$ cat src/rtl/msft_dv_debug_apb_demux_if.sv
// APB requester/subordinate bundle for the DV debug demux.
// master = requester and subordinate models; slave = the demux itself.
interface msft_dv_debug_apb_demux_if #(
   parameter int APB_ADDR_WIDTH = 32,
   parameter int APB_DATA_WIDTH = 32,
   parameter int NUM_SUB        = 2
);
   logic                             psel_apb_i;
   logic                             penable_apb_i;
   logic                             pwrite_apb_i;
   logic [APB_ADDR_WIDTH-1:0]        paddr_apb_i;
   logic [APB_DATA_WIDTH-1:0]        pwdata_apb_i;
   logic [APB_DATA_WIDTH/8-1:0]      pstrb_apb_i;
   logic [APB_DATA_WIDTH-1:0]        prdata_apb_o;
   logic                             pready_apb_o;
   logic                             pslverr_apb_o;

   logic [NUM_SUB-1:0]               psel_sub_o;
   logic                             penable_sub_o;
   logic                             pwrite_sub_o;
   logic [APB_ADDR_WIDTH-1:0]        paddr_sub_o;
   logic [APB_DATA_WIDTH-1:0]        pwdata_sub_o;
   logic [APB_DATA_WIDTH/8-1:0]      pstrb_sub_o;
   logic [NUM_SUB*APB_DATA_WIDTH-1:0] prdata_sub_i;
   logic [NUM_SUB-1:0]               pready_sub_i;
   logic [NUM_SUB-1:0]               pslverr_sub_i;

   modport master (
      output psel_apb_i, penable_apb_i, pwrite_apb_i, paddr_apb_i, pwdata_apb_i, pstrb_apb_i,
      input  prdata_apb_o, pready_apb_o, pslverr_apb_o,
      input  psel_sub_o, penable_sub_o, pwrite_sub_o, paddr_sub_o, pwdata_sub_o, pstrb_sub_o,
      output prdata_sub_i, pready_sub_i, pslverr_sub_i
   );

   modport slave (
      input  psel_apb_i, penable_apb_i, pwrite_apb_i, paddr_apb_i, pwdata_apb_i, pstrb_apb_i,
      output prdata_apb_o, pready_apb_o, pslverr_apb_o,
      output psel_sub_o, penable_sub_o, pwrite_sub_o, paddr_sub_o, pwdata_sub_o, pstrb_sub_o,
      input  prdata_sub_i, pready_sub_i, pslverr_sub_i
   );
endinterface

$ cat src/rtl/msft_dv_debug_apb_demux.sv
// APB 1-to-NUM_SUB demultiplexer with default-error responder, pready timeout
// abort and sticky error/timeout status.
module msft_dv_debug_apb_demux #(
   parameter int APB_ADDR_WIDTH = 32,
   parameter int APB_DATA_WIDTH = 32,
   parameter int NUM_SUB        = 2,
   parameter logic [NUM_SUB*APB_ADDR_WIDTH-1:0] SUB_BASE = {32'h0000_8000, 32'h0000_0000},
   parameter logic [NUM_SUB*APB_ADDR_WIDTH-1:0] SUB_MASK = {32'hFFFF_F000, 32'hFFFF_F000},
   parameter int TIMEOUT_CYCLES = 64,
   parameter int ERR_CNT_WIDTH  = 8
) (
   input  logic                     clk_i,
   input  logic                     rstn_i,
   msft_dv_debug_apb_demux_if.slave bus,
   input  logic                     clr_status_i,
   output logic                     timeout_sticky_o,
   output logic [3:0]               timeout_idx_o,
   output logic [ERR_CNT_WIDTH-1:0] err_cnt_o
);
   localparam int AW    = APB_ADDR_WIDTH;
   localparam int DW    = APB_DATA_WIDTH;
   localparam int CNT_W = (TIMEOUT_CYCLES > 0) ? $clog2(TIMEOUT_CYCLES + 1) : 1;

   typedef enum logic [1:0] {IDLE, ACCESS, ABORT} state_e;

   state_e                   state_q, state_d;
   logic [3:0]               selIdx_q, selIdx_d;
   logic                     selDef_q, selDef_d;
   logic [CNT_W-1:0]         waitCnt_q, waitCnt_d;
   logic                     sticky_q, sticky_d;
   logic [3:0]               toutIdx_q, toutIdx_d;
   logic [ERR_CNT_WIDTH-1:0] errCnt_q, errCnt_d;

   logic                     hitAny;
   logic [3:0]               hitIdx;
   logic [NUM_SUB-1:0]       hitVec;
   logic                     subReady, subErr;
   logic [DW-1:0]            subRdata;
   logic                     pready, pslverr, timeoutEvt, errEvt;
   logic [DW-1:0]            prdata;

   // Descending scan so the lowest matching index is the one left standing.
   always_comb begin
      hitAny = 1'b0;
      hitIdx = '0;
      hitVec = '0;
      for (int i = NUM_SUB - 1; i >= 0; i--) begin
         if ((bus.paddr_apb_i & SUB_MASK[i*AW +: AW]) == SUB_BASE[i*AW +: AW]) begin
            hitAny = 1'b1;
            hitIdx = 4'(i);
         end
      end
      for (int i = 0; i < NUM_SUB; i++) begin
         hitVec[i] = hitAny && (hitIdx == 4'(i));
      end
   end

   always_comb begin
      subReady = 1'b0;
      subErr   = 1'b0;
      subRdata = '0;
      for (int i = 0; i < NUM_SUB; i++) begin
         if (selIdx_q == 4'(i)) begin
            subReady = bus.pready_sub_i[i];
            subErr   = bus.pslverr_sub_i[i];
            subRdata = bus.prdata_sub_i[i*DW +: DW];
         end
      end
   end

   always_comb begin
      state_d    = state_q;
      selIdx_d   = selIdx_q;
      selDef_d   = selDef_q;
      waitCnt_d  = waitCnt_q;
      pready     = 1'b0;
      pslverr    = 1'b0;
      prdata     = '0;
      timeoutEvt = 1'b0;
      case (state_q)
         IDLE: begin
            waitCnt_d = '0;
            if (bus.psel_apb_i && !bus.penable_apb_i) begin
               selIdx_d = hitIdx;
               selDef_d = !hitAny;
               state_d  = ACCESS;
            end
         end
         ACCESS: begin
            if (!bus.psel_apb_i) begin
               state_d   = IDLE;
               waitCnt_d = '0;
            end else if (selDef_q) begin
               pready  = 1'b1;
               pslverr = 1'b1;
               state_d = IDLE;
            end else begin
               pready  = subReady;
               pslverr = subErr;
               prdata  = subRdata;
               if (subReady) begin
                  state_d   = IDLE;
                  waitCnt_d = '0;
               end else begin
                  waitCnt_d = waitCnt_q + CNT_W'(1);
                  if ((TIMEOUT_CYCLES != 0) && (waitCnt_d == CNT_W'(TIMEOUT_CYCLES))) begin
                     state_d    = ABORT;
                     timeoutEvt = 1'b1;
                  end
               end
            end
         end
         ABORT: begin
            pready    = 1'b1;
            pslverr   = 1'b1;
            state_d   = IDLE;
            waitCnt_d = '0;
         end
         default: state_d = IDLE;
      endcase
   end

   // A fresh error or timeout in the clearing cycle survives the clear.
   always_comb begin
      errEvt    = pready && pslverr;
      errCnt_d  = errCnt_q;
      sticky_d  = sticky_q;
      toutIdx_d = toutIdx_q;
      if (clr_status_i) begin
         errCnt_d = errEvt ? ERR_CNT_WIDTH'(1) : '0;
      end else if (errEvt && (errCnt_q != '1)) begin
         errCnt_d = errCnt_q + ERR_CNT_WIDTH'(1);
      end
      if (timeoutEvt) begin
         sticky_d  = 1'b1;
         toutIdx_d = selIdx_q;
      end else if (clr_status_i) begin
         sticky_d  = 1'b0;
         toutIdx_d = '0;
      end
   end

   always_ff @(posedge clk_i or negedge rstn_i) begin
      if (!rstn_i) begin
         state_q   <= IDLE;
         selIdx_q  <= '0;
         selDef_q  <= 1'b0;
         waitCnt_q <= '0;
         sticky_q  <= 1'b0;
         toutIdx_q <= '0;
         errCnt_q  <= '0;
      end else begin
         state_q   <= state_d;
         selIdx_q  <= selIdx_d;
         selDef_q  <= selDef_d;
         waitCnt_q <= waitCnt_d;
         sticky_q  <= sticky_d;
         toutIdx_q <= toutIdx_d;
         errCnt_q  <= errCnt_d;
      end
   end

   // Pass-through paths are gated by reset so a reset blanks every output at once.
   assign bus.psel_sub_o    = (rstn_i && bus.psel_apb_i && (state_q != ABORT)) ? hitVec : '0;
   assign bus.penable_sub_o = rstn_i && bus.penable_apb_i;
   assign bus.pwrite_sub_o  = rstn_i && bus.pwrite_apb_i;
   assign bus.paddr_sub_o   = rstn_i ? bus.paddr_apb_i  : '0;
   assign bus.pwdata_sub_o  = rstn_i ? bus.pwdata_apb_i : '0;
   assign bus.pstrb_sub_o   = rstn_i ? bus.pstrb_apb_i  : '0;

   assign bus.pready_apb_o  = pready;
   assign bus.pslverr_apb_o = pslverr;
   assign bus.prdata_apb_o  = prdata;

   assign timeout_sticky_o  = sticky_q;
   assign timeout_idx_o     = toutIdx_q;
   assign err_cnt_o         = errCnt_q;
endmodule

$ cat src/flat_wrapper.sv
// flat-port wrapper written by rule: the top's interface ports become plain ports
module msft_dv_debug_apb_demux_flat 
#(
   parameter int APB_ADDR_WIDTH = 32,
   parameter int APB_DATA_WIDTH = 32,
   parameter int NUM_SUB        = 2,
   parameter logic [NUM_SUB*APB_ADDR_WIDTH-1:0] SUB_BASE = {32'h0000_8000, 32'h0000_0000},
   parameter logic [NUM_SUB*APB_ADDR_WIDTH-1:0] SUB_MASK = {32'hFFFF_F000, 32'hFFFF_F000},
   parameter int TIMEOUT_CYCLES = 64,
   parameter int ERR_CNT_WIDTH  = 8
)
  (clk_i, rstn_i, clr_status_i, timeout_sticky_o, timeout_idx_o, err_cnt_o, bus_psel_apb_i, bus_penable_apb_i, bus_pwrite_apb_i, bus_paddr_apb_i, bus_pwdata_apb_i, bus_pstrb_apb_i, bus_prdata_apb_o, bus_pready_apb_o, bus_pslverr_apb_o, bus_psel_sub_o, bus_penable_sub_o, bus_pwrite_sub_o, bus_paddr_sub_o, bus_pwdata_sub_o, bus_pstrb_sub_o, bus_prdata_sub_i, bus_pready_sub_i, bus_pslverr_sub_i);
  msft_dv_debug_apb_demux_if #(.APB_ADDR_WIDTH(APB_ADDR_WIDTH), .APB_DATA_WIDTH(APB_DATA_WIDTH), .NUM_SUB(NUM_SUB)) bus_i ();
  input  logic clk_i;
  input  logic rstn_i;
  input  logic clr_status_i;
  output logic timeout_sticky_o;
  output logic [3:0] timeout_idx_o;
  output logic [ERR_CNT_WIDTH-1:0] err_cnt_o;
  input wire logic [$bits(bus_i.psel_apb_i)-1:0] bus_psel_apb_i;
  input wire logic [$bits(bus_i.penable_apb_i)-1:0] bus_penable_apb_i;
  input wire logic [$bits(bus_i.pwrite_apb_i)-1:0] bus_pwrite_apb_i;
  input wire logic [$bits(bus_i.paddr_apb_i)-1:0] bus_paddr_apb_i;
  input wire logic [$bits(bus_i.pwdata_apb_i)-1:0] bus_pwdata_apb_i;
  input wire logic [$bits(bus_i.pstrb_apb_i)-1:0] bus_pstrb_apb_i;
  output wire logic [$bits(bus_i.prdata_apb_o)-1:0] bus_prdata_apb_o;
  output wire logic [$bits(bus_i.pready_apb_o)-1:0] bus_pready_apb_o;
  output wire logic [$bits(bus_i.pslverr_apb_o)-1:0] bus_pslverr_apb_o;
  output wire logic [$bits(bus_i.psel_sub_o)-1:0] bus_psel_sub_o;
  output wire logic [$bits(bus_i.penable_sub_o)-1:0] bus_penable_sub_o;
  output wire logic [$bits(bus_i.pwrite_sub_o)-1:0] bus_pwrite_sub_o;
  output wire logic [$bits(bus_i.paddr_sub_o)-1:0] bus_paddr_sub_o;
  output wire logic [$bits(bus_i.pwdata_sub_o)-1:0] bus_pwdata_sub_o;
  output wire logic [$bits(bus_i.pstrb_sub_o)-1:0] bus_pstrb_sub_o;
  input wire logic [$bits(bus_i.prdata_sub_i)-1:0] bus_prdata_sub_i;
  input wire logic [$bits(bus_i.pready_sub_i)-1:0] bus_pready_sub_i;
  input wire logic [$bits(bus_i.pslverr_sub_i)-1:0] bus_pslverr_sub_i;
  assign bus_i.psel_apb_i = bus_psel_apb_i;
  assign bus_i.penable_apb_i = bus_penable_apb_i;
  assign bus_i.pwrite_apb_i = bus_pwrite_apb_i;
  assign bus_i.paddr_apb_i = bus_paddr_apb_i;
  assign bus_i.pwdata_apb_i = bus_pwdata_apb_i;
  assign bus_i.pstrb_apb_i = bus_pstrb_apb_i;
  assign bus_prdata_apb_o = bus_i.prdata_apb_o;
  assign bus_pready_apb_o = bus_i.pready_apb_o;
  assign bus_pslverr_apb_o = bus_i.pslverr_apb_o;
  assign bus_psel_sub_o = bus_i.psel_sub_o;
  assign bus_penable_sub_o = bus_i.penable_sub_o;
  assign bus_pwrite_sub_o = bus_i.pwrite_sub_o;
  assign bus_paddr_sub_o = bus_i.paddr_sub_o;
  assign bus_pwdata_sub_o = bus_i.pwdata_sub_o;
  assign bus_pstrb_sub_o = bus_i.pstrb_sub_o;
  assign bus_i.prdata_sub_i = bus_prdata_sub_i;
  assign bus_i.pready_sub_i = bus_pready_sub_i;
  assign bus_i.pslverr_sub_i = bus_pslverr_sub_i;
  msft_dv_debug_apb_demux #(.APB_ADDR_WIDTH(APB_ADDR_WIDTH), .APB_DATA_WIDTH(APB_DATA_WIDTH), .NUM_SUB(NUM_SUB), .SUB_BASE(SUB_BASE), .SUB_MASK(SUB_MASK), .TIMEOUT_CYCLES(TIMEOUT_CYCLES), .ERR_CNT_WIDTH(ERR_CNT_WIDTH)) u_core (.clk_i(clk_i), .rstn_i(rstn_i), .bus(bus_i), .clr_status_i(clr_status_i), .timeout_sticky_o(timeout_sticky_o), .timeout_idx_o(timeout_idx_o), .err_cnt_o(err_cnt_o));
endmodule
$ cat config.mk
export PLATFORM = sky130hd
export DESIGN_NAME = msft_dv_debug_apb_demux_flat
export DESIGN_NICKNAME = d
export VERILOG_FILES = /design/src/rtl/msft_dv_debug_apb_demux_if.sv /design/src/rtl/msft_dv_debug_apb_demux.sv /design/src/flat_wrapper.sv
export SDC_FILE = /design/constraint.sdc
export NUM_CORES = 1
export LEC_CHECK = 0
export ABC_AREA = 1
export BUFFER_PORTS_ARGS = -buffer_cell sky130_fd_sc_hd__buf_2
export CORE_AREA = 2 2 102 104
export CTS_CLUSTER_DIAMETER = 30
export DETAILED_ROUTE_END_ITERATION = 10
export DIE_AREA = 0 0 104 106
export PLACE_DENSITY = 0.69
export SLEW_MARGIN = 10
export SYNTH_ARGS = -nofsm -noshare
export SYNTH_HDL_FRONTEND = slang
export SYNTH_SLANG_ARGS = --single-unit
$ cat constraint.sdc
create_clock -name clk_i -period 1.6 [get_ports clk_i]
set_input_delay 0.16 -clock clk_i [delete_from_list [all_inputs] [get_ports clk_i]]
set_output_delay 0.16 -clock clk_i [all_outputs]
set_load 0.03 [all_outputs]
==> results of run 1 <==
-- sequential cells by signal, summed over array words and instances, names as in the netlist --
name and count:
u_core.timeout_idx_o 1, u_core.selDef_q 1, u_core.waitCnt_q 7, u_core.state_q 2
u_core.selIdx_q 1, u_core.timeout_sticky_o 1, u_core.err_cnt_o 8
-- where the power goes --
group | switching, mW | internal, mW
clock | 0.176 | 0.178
sequential | 0.0156 | 0.544
combinational | 0.606 | 0.409
total | 0.797 | 1.13
-- through the flow --
step | util | TNS (ns) | cell area (sq um) | worst slack (ns) | std cells
2_1_floorplan | - | -0.353 | 2710 | -0.0403 | 527
3_3_place_gp | 0.423 | 0 | 4230 | 0.0102 | 915
3_5_place_dp | 0.423 | -0.0886 | 4230 | -0.0211 | 915
4_1_cts | 0.479 | -8.68 | 4790 | -0.180 | 938
5_1_grt | 0.500 | -11.75 | 5000 | -0.259 | 939
6_report | 0.500 | -6.23 | 5000 | -0.181 | 939
-- worst reg2reg max path, stage by stage (launching register included) --
cell and delay [ns]:
dfrtp_1 0.40, inv_2 0.08, ha_4 0.13, nand2_4 0.06, inv_2 0.07, nand2_2 0.06, nand2_2 0.08, inv_4 0.05
a21oi_4 0.18, buf_6 0.14, nand3_4 0.12, nand2_4 0.13, nand2_1 0.06, nand2_1 0.05
-- cell usage after synthesis --
cell type / n / share of area
or3_1: 1 / 0.0023
xnor2_1: 2 / 0.0065
nand2_4: 1 / 0.0042
nand3_2: 1 / 0.0037
inv_4: 1 / 0.0023
o21ai_1: 2 / 0.0037
nand3_4: 1 / 0.0065
nor4_1: 2 / 0.0047
nand2_1: 258 / 0.36
inv_1: 126 / 0.18
nor3_2: 1 / 0.0037
o22ai_1: 5 / 0.012
or2_2: 1 / 0.0023
nor3_1: 4 / 0.0075
o21ai_2: 1 / 0.0033
xor2_1: 4 / 0.013
conb_1: 1 / 0.0014
dfrtp_1: 21 / 0.20
clkbuf_1: 15 / 0.021
nand3_1: 17 / 0.032
ha_1: 7 / 0.033
buf_2: 3 / 0.0056
inv_2: 2 / 0.0028
nand4_1: 6 / 0.014
buf_4: 4 / 0.011
o21bai_1: 2 / 0.0056
a21oi_4: 1 / 0.0061
nor2_1: 26 / 0.036
nand2_2: 4 / 0.0093
o21ai_0: 4 / 0.0075
buf_6: 1 / 0.0042
-- final cells by class --
cell class / count / area (sq um) / share of cell area
clock buffer: 4 / 45.0 / 0.00901
inverter: 129 / 497 / 0.0994
multi-input combinational: 355 / 1850 / 0.371
sequential: 21 / 528 / 0.106
tap: 136 / 170 / 0.0340
timing repair buffer: 294 / 1910 / 0.381
-- kinds of logic after synthesis --
logic type	after synthesis	share of synthesized area
and+or+nand+nor	323	0.488
adders and majority gates	7	0.0327
DFF	21	0.196
buffers and inverters	152	0.224
xor gates and xnor gates	6	0.0196
other	1	0.00140
AOI/OAI and AO/OA	15	0.0379
-- routing by layer --
metal,track usage,up-vias
met1,0.197,1649
li1,-,2056
met4,0.0367,0
met3,0.0343,8
met5,0,-
met2,0.311,161
-- how the worst max path moves through the flow --
stage | startpoint | end | slack [ns]
floorplan | u_core.state_q[0] | bus_psel_sub_o[0] | -0.04
global placement | u_core.state_q[1] | bus_pready_apb_o | 0.01
detailed placement | u_core.state_q[1] | bus_pready_apb_o | -0.02
CTS | u_core.state_q[0] | bus_prdata_apb_o[29] | -0.18
global route | u_core.state_q[1] | bus_prdata_apb_o[20] | -0.26
finish | u_core.state_q[0] | bus_prdata_apb_o[19] | -0.18
-- timing repair --
| action | in CTS | in global routing |
|---|---|---|
| hold buffers | 2 | 0 |
| gates resized for setup | 96 | 68 |
| cloned | 3 | 1 |
| setup endpoints to repair | 44 | 80 |
| pin swaps | 9 | 23 |
| buffers inserted | 14 | 2 |
| hold endpoints to repair | 21 | 0 |
==> impl_metrics.env, run 1 <==
export IMPL_clock_root_buffer="clkbuf_8"
export IMPL_cts_tree="yes"
export IMPL_min_path_cells=4
export IMPL_ys_seq_elements=21
export IMPL_ios=261
export IMPL_path_class="flip-flop to primary output"
export IMPL_row_count=37
export IMPL_slowest_delay_ns=0.45
export IMPL_reg2reg_depth=13
export IMPL_detail_route_first_pass_iterations=5
export IMPL_wl_met2_um=5390
export IMPL_powerDensity_nw_per_um2=386
export IMPL_setup_ws_ns=-0.181
export IMPL_drv_slew=0
export IMPL_h_tree_depth=1
export IMPL_vdd_drop_max_mv=0.251
export IMPL_max_freq_mhz=561
export IMPL_final_common_cell="nand2_1"
export IMPL_period_share=1.11
export IMPL_cp_arrival_ns=1.62
export IMPL_antennaDiodeCount=0
export IMPL_syn2layout_area_growth_pct=86.7
export IMPL_grt_pass1_vias=3458
export IMPL_crit_slowest_cell="dfrtp_2"
export IMPL_whs_endpoint="u_core.err_cnt_o[3]"
export IMPL_finalNetCount=953
export IMPL_rr_endpoint="u_core.err_cnt_o[3]"
export IMPL_reg2reg_from="u_core.state_q[1]"
export IMPL_topRoutingLayerUsed="met4"
export IMPL_grt_pass1_wl_um=15600
export IMPL_reg2reg_setup_slack_ns=-0.07
export IMPL_drt_total_wl_um=10300
export IMPL_drive_gt1_frac=0.468
export IMPL_coreArea_sq_um=10000
export IMPL_num_vias=3874
export IMPL_drt_iter0_drc=146
export IMPL_synthCells=525
export IMPL_postRouteAntennaNets=0
export IMPL_wl_met3_um=785
export IMPL_layout_common_cells="nand2_1, buf_2, inv_1"
export IMPL_min_from="clr_status_i"
export IMPL_cp_num_buf_inv=5
export IMPL_max_cap_violations=0
export IMPL_skew_ns=0.00573
export IMPL_initial_utilization=0.268
export IMPL_detailed_place_hpwl_um=7510
export IMPL_clk_path_buf_depth=2
export IMPL_rsz0062_at_grt="true"
export IMPL_period_minus_slack_ns=1.78
export IMPL_synth_cell_area_sq_um=2680
export IMPL_io_buffers=257
export IMPL_route_detailed_drc=0
export IMPL_wl_per_cell_um=10.9
export IMPL_crit_fanout=8
export IMPL_met1_length_um=4000
export IMPL_path_depth=9
export IMPL_fill_cells=1028
export IMPL_syn_area_per_cell_sq_um=5.10
export IMPL_yosysSeqAreaShare=0.196
export IMPL_holdWs_ns=0.254
export IMPL_violations="setup timing"
export IMPL_ys_types=31
export IMPL_tightestPinTransition_ns=0.546
export IMPL_crit_chain="ha_4, nand2_4, nor2_4, buf_6, buf_12, buf_12, nand2_1, inv_1, buf_6"
export IMPL_status="complete, but fails checks"
export IMPL_finalHoldViolCount=0
export IMPL_worstSetupStartpointType="flip-flop"
export IMPL_grt_usage=0.167
export IMPL_setup_violations=68
export IMPL_die_w_um=104
export IMPL_die_h_um=106
export IMPL_grt_ovfl_total=0
export IMPL_path_clk_slew_ns=0.08
export IMPL_numCtsBuffers=3
export IMPL_hold_class="input port to flip-flop"
export IMPL_cts_sinks=21
export IMPL_die_area_sq_um=11000
export IMPL_yosysWarningCount=0
export IMPL_power_leakage_nw=3.52
export IMPL_clkLatencyLatePin_ns=0.26
export IMPL_grt_max_degree=47
export IMPL_vias_per_cell=4.13
export IMPL_relSlewSlack=0.635
export IMPL_routabilityCongestion=0.845
export IMPL_antenna_found_initial=0
export IMPL_total_power_mw=1.93
export IMPL_critPathTopFamily="buffers and inverters"
export IMPL_required_ns=1.44
export IMPL_critPathCaptureType="primary output"
No activity file was read; power rests on OpenSTA's default activity.
==> run 2: changes to the inputs <==
--- a/config.mk
+++ b/config.mk
@@ -5,13 +5,12 @@
 export SDC_FILE = /design/constraint.sdc
 export NUM_CORES = 1
 export LEC_CHECK = 0
-export ABC_AREA = 1
 export BUFFER_PORTS_ARGS = -buffer_cell sky130_fd_sc_hd__buf_2
-export CORE_AREA = 2 2 102 104
+export CORE_AREA = 2 2 100 102
 export CTS_CLUSTER_DIAMETER = 30
 export DETAILED_ROUTE_END_ITERATION = 10
-export DIE_AREA = 0 0 104 106
-export PLACE_DENSITY = 0.69
+export DIE_AREA = 0 0 102 104
+export PLACE_DENSITY_LB_ADDON = 0.08
 export SLEW_MARGIN = 10
 export SYNTH_ARGS = -nofsm -noshare
 export SYNTH_HDL_FRONTEND = slang
==> impl_metrics.env, run 2 <==
export IMPL_critPathCaptureType="primary output"
export IMPL_drive_gt1_frac=0.646
export IMPL_period_share=1.17
export IMPL_max_cap_violations=0
export IMPL_synth_common_cells="and2_1, nor2_1, mux2i_1"
export IMPL_status="complete, but fails checks"
export IMPL_detailed_place_hpwl_um=6900
export IMPL_io_buffers=257
export IMPL_synth_edff_count=0
export IMPL_vias_per_cell=4.32
export IMPL_synth_compound_area_frac=0.0732
export IMPL_coreArea_sq_um=9550
export IMPL_crit_fanout=10
export IMPL_grt_max_degree=35
export IMPL_num_vias=3057
export IMPL_powerDensity_nw_per_um2=646
export IMPL_drv_slew=0
export IMPL_setup_violations=52
export IMPL_synth_top_cell_area_share=0.235
export IMPL_pwr_share_clk=0.120
export IMPL_p_comb_frac=0.675
export IMPL_path_class="flip-flop to primary output"
export IMPL_clk_path_buf_depth=2
export IMPL_fill_cells=945
export IMPL_largest_register_ffs=8
export IMPL_wl_per_cell_um=12.1
export IMPL_reg2reg_depth=6
export IMPL_netSwitchingFraction=0.453
export IMPL_grt_ovfl_total=0
export IMPL_antenna_found_initial=0
export IMPL_clkLatencyLatePin_ns=0.26
export IMPL_period_minus_slack_ns=1.88
export IMPL_muxShareOfSynthArea=0.166
export IMPL_die_w_um=102
export IMPL_rr_endpoint="u_core.waitCnt_q[4]"
export IMPL_fin_tns_setup_ns=-11.24
export IMPL_clock_root_buffer="clkbuf_8"
export IMPL_synth_area_leaders="dfrtp_1, and2_1, mux2i_1"
export IMPL_h_tree_depth=1
export IMPL_layout_common_cells="buf_2, and2_1, buf_6"
export IMPL_cts_sinks=21
export IMPL_internal_power_mw=1.66
export IMPL_required_ns=1.44
export IMPL_ys_types=38
export IMPL_min_path_cells=2
export IMPL_whs_endpoint="u_core.err_cnt_o[3]"
export IMPL_ctsHoldBuffers=0
export IMPL_syn_area_per_cell_sq_um=7.59
export IMPL_yosysMostFrequentCell="and2_1"
export IMPL_min_from="clr_status_i"
export IMPL_antennaDiodeCount=0
export IMPL_synth_top_family_by_area="simple AND/OR/NAND/NOR gates"
export IMPL_synthAdderAreaFrac=0.0391
export IMPL_final_common_cell="buf_2"
export IMPL_violations="setup timing"
export IMPL_grt_pass1_vias=2927
export IMPL_setup_ws_ns=-0.279
export IMPL_max_freq_mhz=532
export IMPL_path_clk_slew_ns=0.09
export IMPL_cp_arrival_ns=1.72
export IMPL_die_area_sq_um=10600
export IMPL_drt_total_wl_um=8550
export IMPL_synth_xor_area_share=0.0274
export IMPL_hold_class="input port to flip-flop"
export IMPL_yosysSeqAreaShare=0.235
export IMPL_async_flop_share=1.00
export IMPL_synth_simple_gate_area_frac=0.407
export IMPL_cts_tree="yes"
export IMPL_drt_iter0_drc=80
export IMPL_power_leakage_nw=2.30
export IMPL_yosysWarningCount=0
export IMPL_finalNetCount=724
export IMPL_detail_route_first_pass_iterations=6
export IMPL_synthCells=295
export IMPL_row_count=36
export IMPL_final_util=0.491
export IMPL_ios=261
export IMPL_initial_utilization=0.235
export IMPL_finalHoldViolCount=0
export IMPL_reg2reg_setup_slack_ns=-0.26
export IMPL_ys_seq_elements=21
export IMPL_routabilityCongestion=0.750
export IMPL_vdd_drop_max_mv=0.370
export IMPL_reg2reg_from="u_core.state_q[1]"
export IMPL_skew_ns=0.00574
export IMPL_die_h_um=104
export IMPL_synth_main_ff_cell="dfrtp_1"
export IMPL_numCtsBuffers=3
export IMPL_syn2layout_area_growth_pct=109
export IMPL_netSwitchingPower_mw=1.37
export IMPL_grt_pass1_wl_um=13200
export IMPL_synth_cell_area_sq_um=2240
export IMPL_grt_usage=0.148
export IMPL_seqPwrFrac=0.205
export IMPL_route_detailed_drc=0
export IMPL_rsz0062_at_grt="true"
export IMPL_worstSetupStartpointType="flip-flop"
export IMPL_postRouteAntennaNets=0
export IMPL_synth_top_cell_by_area="dfrtp_1"
[run 2: changes by cell type after synthesis, sizes merged, moves of 11 or more]
cell   change
and2      +73
inv      -125
mux2i     +35
nand2    -249
nand3     -11
nor2      +17
[run 2: cell families after synthesis]
family                     Yosys count
xor gates and xnor gates             7
DFF                                 21
adders and majority gates            7
muxes                               37
and+or+nand+nor                    169
other                                1
buffers and inverters               25
AOI/OAI and AO/OA                   28
[run 2: cell type report]
type / count / area (sq um) / area share
sequential: 21 / 531 / 0.113
tap: 133 / 166 / 0.0355
timing repair buffer: 294 / 1850 / 0.394
clock buffer: 3 / 41.3 / 0.00880
inverter: 4 / 15.0 / 0.00320
multi-input combinational: 251 / 2080 / 0.444
clock inverter: 1 / 5.00 / 0.00107
[run 2: through the flow]
stage / instances / area [sq um] / power (mW) / hold WS [ns] / setup slack (ns)
after global routing: 707 / 4690 / 3.22 / 0.195 / -0.376
after detailed placement: 697 / 4160 / 2.32 / 0.467 / -0.297
final: 707 / 4690 / 3.03 / 0.181 / -0.279
after global placement: 697 / 4160 / 2.31 / 0.475 / -0.198
after floorplan: 297 / 2620 / 1.72 / -0.136 / -0.168
after CTS: 703 / 4500 / 2.90 / 0.170 / -0.302
[run 2: worst max-delay path, cell delays in order, from the launching register on]
cell     delay, ns
dfrtp_1       0.43
inv_2         0.09
ha_4          0.16
nand2_4       0.06
or2_4         0.29
buf_12        0.17
nor2_2        0.11
buf_6         0.14
[run 2: power by group through the flow]
stage | clock, mW | sequential, mW | combinational, mW
final | 0.363 | 0.620 | 2.05
after CTS | 0.390 | 0.617 | 1.89
after global routing | 0.404 | 0.629 | 2.19
after detailed placement | 0 | 0.629 | 1.69
after global placement | 0 | 0.625 | 1.68
after floorplan | 0 | 0.649 | 1.07
[run 2: how the worst max path moves through the flow]
stage | cells after the start | to | start
after floorplan | 7 | u_core.err_cnt_o[3] | u_core.selIdx_q[0]
after global placement | 7 | bus_psel_sub_o[0] | bus_paddr_apb_i[18]
after detailed placement | 7 | bus_psel_sub_o[0] | bus_paddr_apb_i[23]
after CTS | 6 | bus_pready_apb_o | u_core.state_q[0]
after global routing | 8 | u_core.err_cnt_o[1] | u_core.state_q[1]
final | 7 | bus_prdata_apb_o[31] | u_core.state_q[1]
[run 2: timing repair]
item | 4_1_cts | 5_1_grt
setup endpoints to repair | 54 | 54
endpoints found under the hold margin | 0 | 0
resized for setup | 85 | 34
setup buffers | 2 | 5
pin swaps | 3 | 14
[run 2: per-layer routing]
| metal | GRT usage | vias to the layer above | share of wire |
|---|---|---|---|
| li1 | - | 1540 | - |
| met1 | 0.182 | 1381 | 0.40 |
| met2 | 0.275 | 134 | 0.53 |
| met3 | 0.0228 | 2 | 0.067 |
| met4 | 0.0171 | 0 | 0.0040 |
| met5 | 0 | - | 0 |
==> run 3: changes to the inputs <==
--- a/config.mk
+++ b/config.mk
@@ -11,6 +11,7 @@
 export DETAILED_ROUTE_END_ITERATION = 10
 export DIE_AREA = 0 0 102 104
 export PLACE_DENSITY_LB_ADDON = 0.08
+export SKIP_LAST_GASP = 1
 export SLEW_MARGIN = 10
 export SYNTH_ARGS = -nofsm -noshare
 export SYNTH_HDL_FRONTEND = slang
==> impl_metrics.env, run 3 (synthesis results as in run 2) <==
export IMPL_internal_power_mw=1.74
export IMPL_grt_ovfl_total=0
export IMPL_netSwitchingPower_mw=1.40
export IMPL_seqPwrFrac=0.198
export IMPL_initial_utilization=0.235
export IMPL_coreArea_sq_um=9550
export IMPL_pwr_share_clk=0.116
export IMPL_vias_per_cell=4.36
export IMPL_finalNetCount=728
export IMPL_max_freq_mhz=526
export IMPL_skew_ns=0.00734
export IMPL_syn2layout_area_growth_pct=113
export IMPL_crit_path_start="u_core.state_q[1]"
export IMPL_reg2reg_depth=8
export IMPL_grt_usage=0.147
export IMPL_dp_cells=697
export IMPL_setup_ws_ns=-0.300
export IMPL_postRouteAntennaNets=0
export IMPL_io_buffers=257
export IMPL_die_h_um=104
export IMPL_slowest_delay_ns=0.42
export IMPL_reg2reg_setup_slack_ns=-0.26
export IMPL_crit_path_end="bus_psel_sub_o[0]"
export IMPL_detail_route_first_pass_iterations=4
export IMPL_rr_endpoint="u_core.err_cnt_o[4]"
export IMPL_path_clk_slew_ns=0.09
export IMPL_grt_use_met2=0.272
export IMPL_die_w_um=102
export IMPL_use_met3=0.0222
export IMPL_clkLatencyLatePin_ns=0.27
export IMPL_layout_common_cells="buf_2, and2_1, buf_6"
export IMPL_rsz0062_at_grt="true"
export IMPL_setup_violations=53
export IMPL_netSwitchingFraction=0.446
export IMPL_max_cap_violations=0
export IMPL_critPathCaptureType="primary output"
export IMPL_largest_register_ffs=8
export IMPL_total_power_mw=3.15
export IMPL_grt_max_degree=35
export IMPL_die_area_sq_um=10600
export IMPL_h_tree_depth=1
export IMPL_place_area_sq_um=4160
export IMPL_status="complete, but fails checks"
export IMPL_antenna_found_initial=0
export IMPL_grt_pass1_vias=2917
export IMPL_row_count=36
export IMPL_wl_per_cell_um=12.4
export IMPL_use_met1=0.182
export IMPL_clk_path_buf_depth=2
export IMPL_period_share=1.19
export IMPL_cp_arrival_ns=1.74
export IMPL_power_leakage_nw=2.33
export IMPL_final_common_cell="buf_2"
export IMPL_finalHoldViolCount=0
export IMPL_ios=261
export IMPL_drv_slew=0
export IMPL_route_detailed_drc=0
export IMPL_routabilityCongestion=0.750
export IMPL_path_class="flip-flop to primary output"
export IMPL_antennaDiodeCount=0
export IMPL_detailed_place_hpwl_um=6900
export IMPL_powerDensity_nw_per_um2=660
export IMPL_vdd_drop_max_mv=0.320
export IMPL_drive_gt1_frac=0.642
export IMPL_path_common_cell="buf_4"
export IMPL_num_vias=3098
export IMPL_clock_root_buffer="clkbuf_8"
export IMPL_final_util=0.499
export IMPL_final_area_sq_um=4770
export IMPL_worstSetupStartpointType="flip-flop"
export IMPL_crit_chain="buf_4, ha_4, buf_4, nand3b_1, nor3b_4, buf_6"
export IMPL_crit_fanout=3
export IMPL_reg2reg_from="u_core.state_q[1]"
export IMPL_cts_sinks=21
export IMPL_p_comb_frac=0.685
export IMPL_fin_tns_setup_ns=-12.31
export IMPL_grt_busiest_layer="met2"
export IMPL_dpl_worst_slack_ns=-0.297
export IMPL_stdcell_count=711
export IMPL_period_minus_slack_ns=1.90
export IMPL_cts_tree="yes"
export IMPL_drt_iter0_drc=103
export IMPL_crit_slowest_cell="dfrtp_1"
export IMPL_numCtsBuffers=3
export IMPL_drt_total_wl_um=8810
export IMPL_ctsHoldBuffers=0
export IMPL_grt_pass1_wl_um=13100
export IMPL_required_ns=1.44
export IMPL_hold_class="input port to flip-flop"
export IMPL_violations="setup timing"
export IMPL_holdWs_ns=0.176
run 3: changes by cell type in the layout (fill, tap and decap cells not counted), moves of 2 or more:
cell and change:
o21ai_2 -2, nor2_2 -2, nor2_4 +2, o21ai_0 +2, ha_2 -2, clkbuf_16 +2
run 3: what timing repair did:
item	in CTS	in global routing
setup buffers	2	7
setup endpoints to repair	54	54
gates cloned	0	3
hold endpoints to repair	0	0
pin swaps	3	16
gates resized for setup	71	48
run 3: power by group through the flow:
stage          clock network [mW]  registers, mW  logic (mW)
2_1_floorplan                   0          0.649        1.07
3_3_place_gp                    0          0.625        1.68
3_5_place_dp                    0          0.629        1.69
4_1_cts                     0.390          0.617        1.86
5_1_grt                     0.404          0.633        2.30
6_report                    0.366          0.625        2.16
run 3: worst max-delay path: cells and delay by family (launching register included):
kind / cells / cell delay [ns]
flip-flops: 1 / 0.42
AND/OR/NAND/NOR: 2 / 0.44
buffers and inverters: 3 / 0.45
adder cells (fa/ha/maj): 1 / 0.17
run 3: worst min path at each step:
stage | from | to | slack (ns) | depth (start not counted)
after floorplan | rstn_i | u_core.err_cnt_o[0] | -0.14 | 0
after global placement | bus_paddr_apb_i[15] | u_core.selIdx_q[0] | 0.47 | 3
after detailed placement | clr_status_i | u_core.err_cnt_o[3] | 0.47 | 2
after CTS | clr_status_i | u_core.err_cnt_o[3] | 0.17 | 2
after global routing | clr_status_i | u_core.err_cnt_o[3] | 0.20 | 2
final | clr_status_i | u_core.err_cnt_o[3] | 0.18 | 2
run 3: layer usage:
metal / vias to the layer above / wire (um)
met1: 1406 / 3540
met2: 135 / 4620
li1: 1555 / -
met5: - / 0
met3: 2 / 623
met4: 0 / 34
run 3: layout make-up:
type / instances / area [sq um]
Inverter: 4 / 15.0
Clock buffer: 3 / 41.3
Clock inverter: 1 / 5.00
Sequential cell: 21 / 531
Tap cell: 133 / 166
Timing Repair Buffer: 297 / 1910
Multi-Input combinational cell: 252 / 2100
Fill cell: 953 / 4780
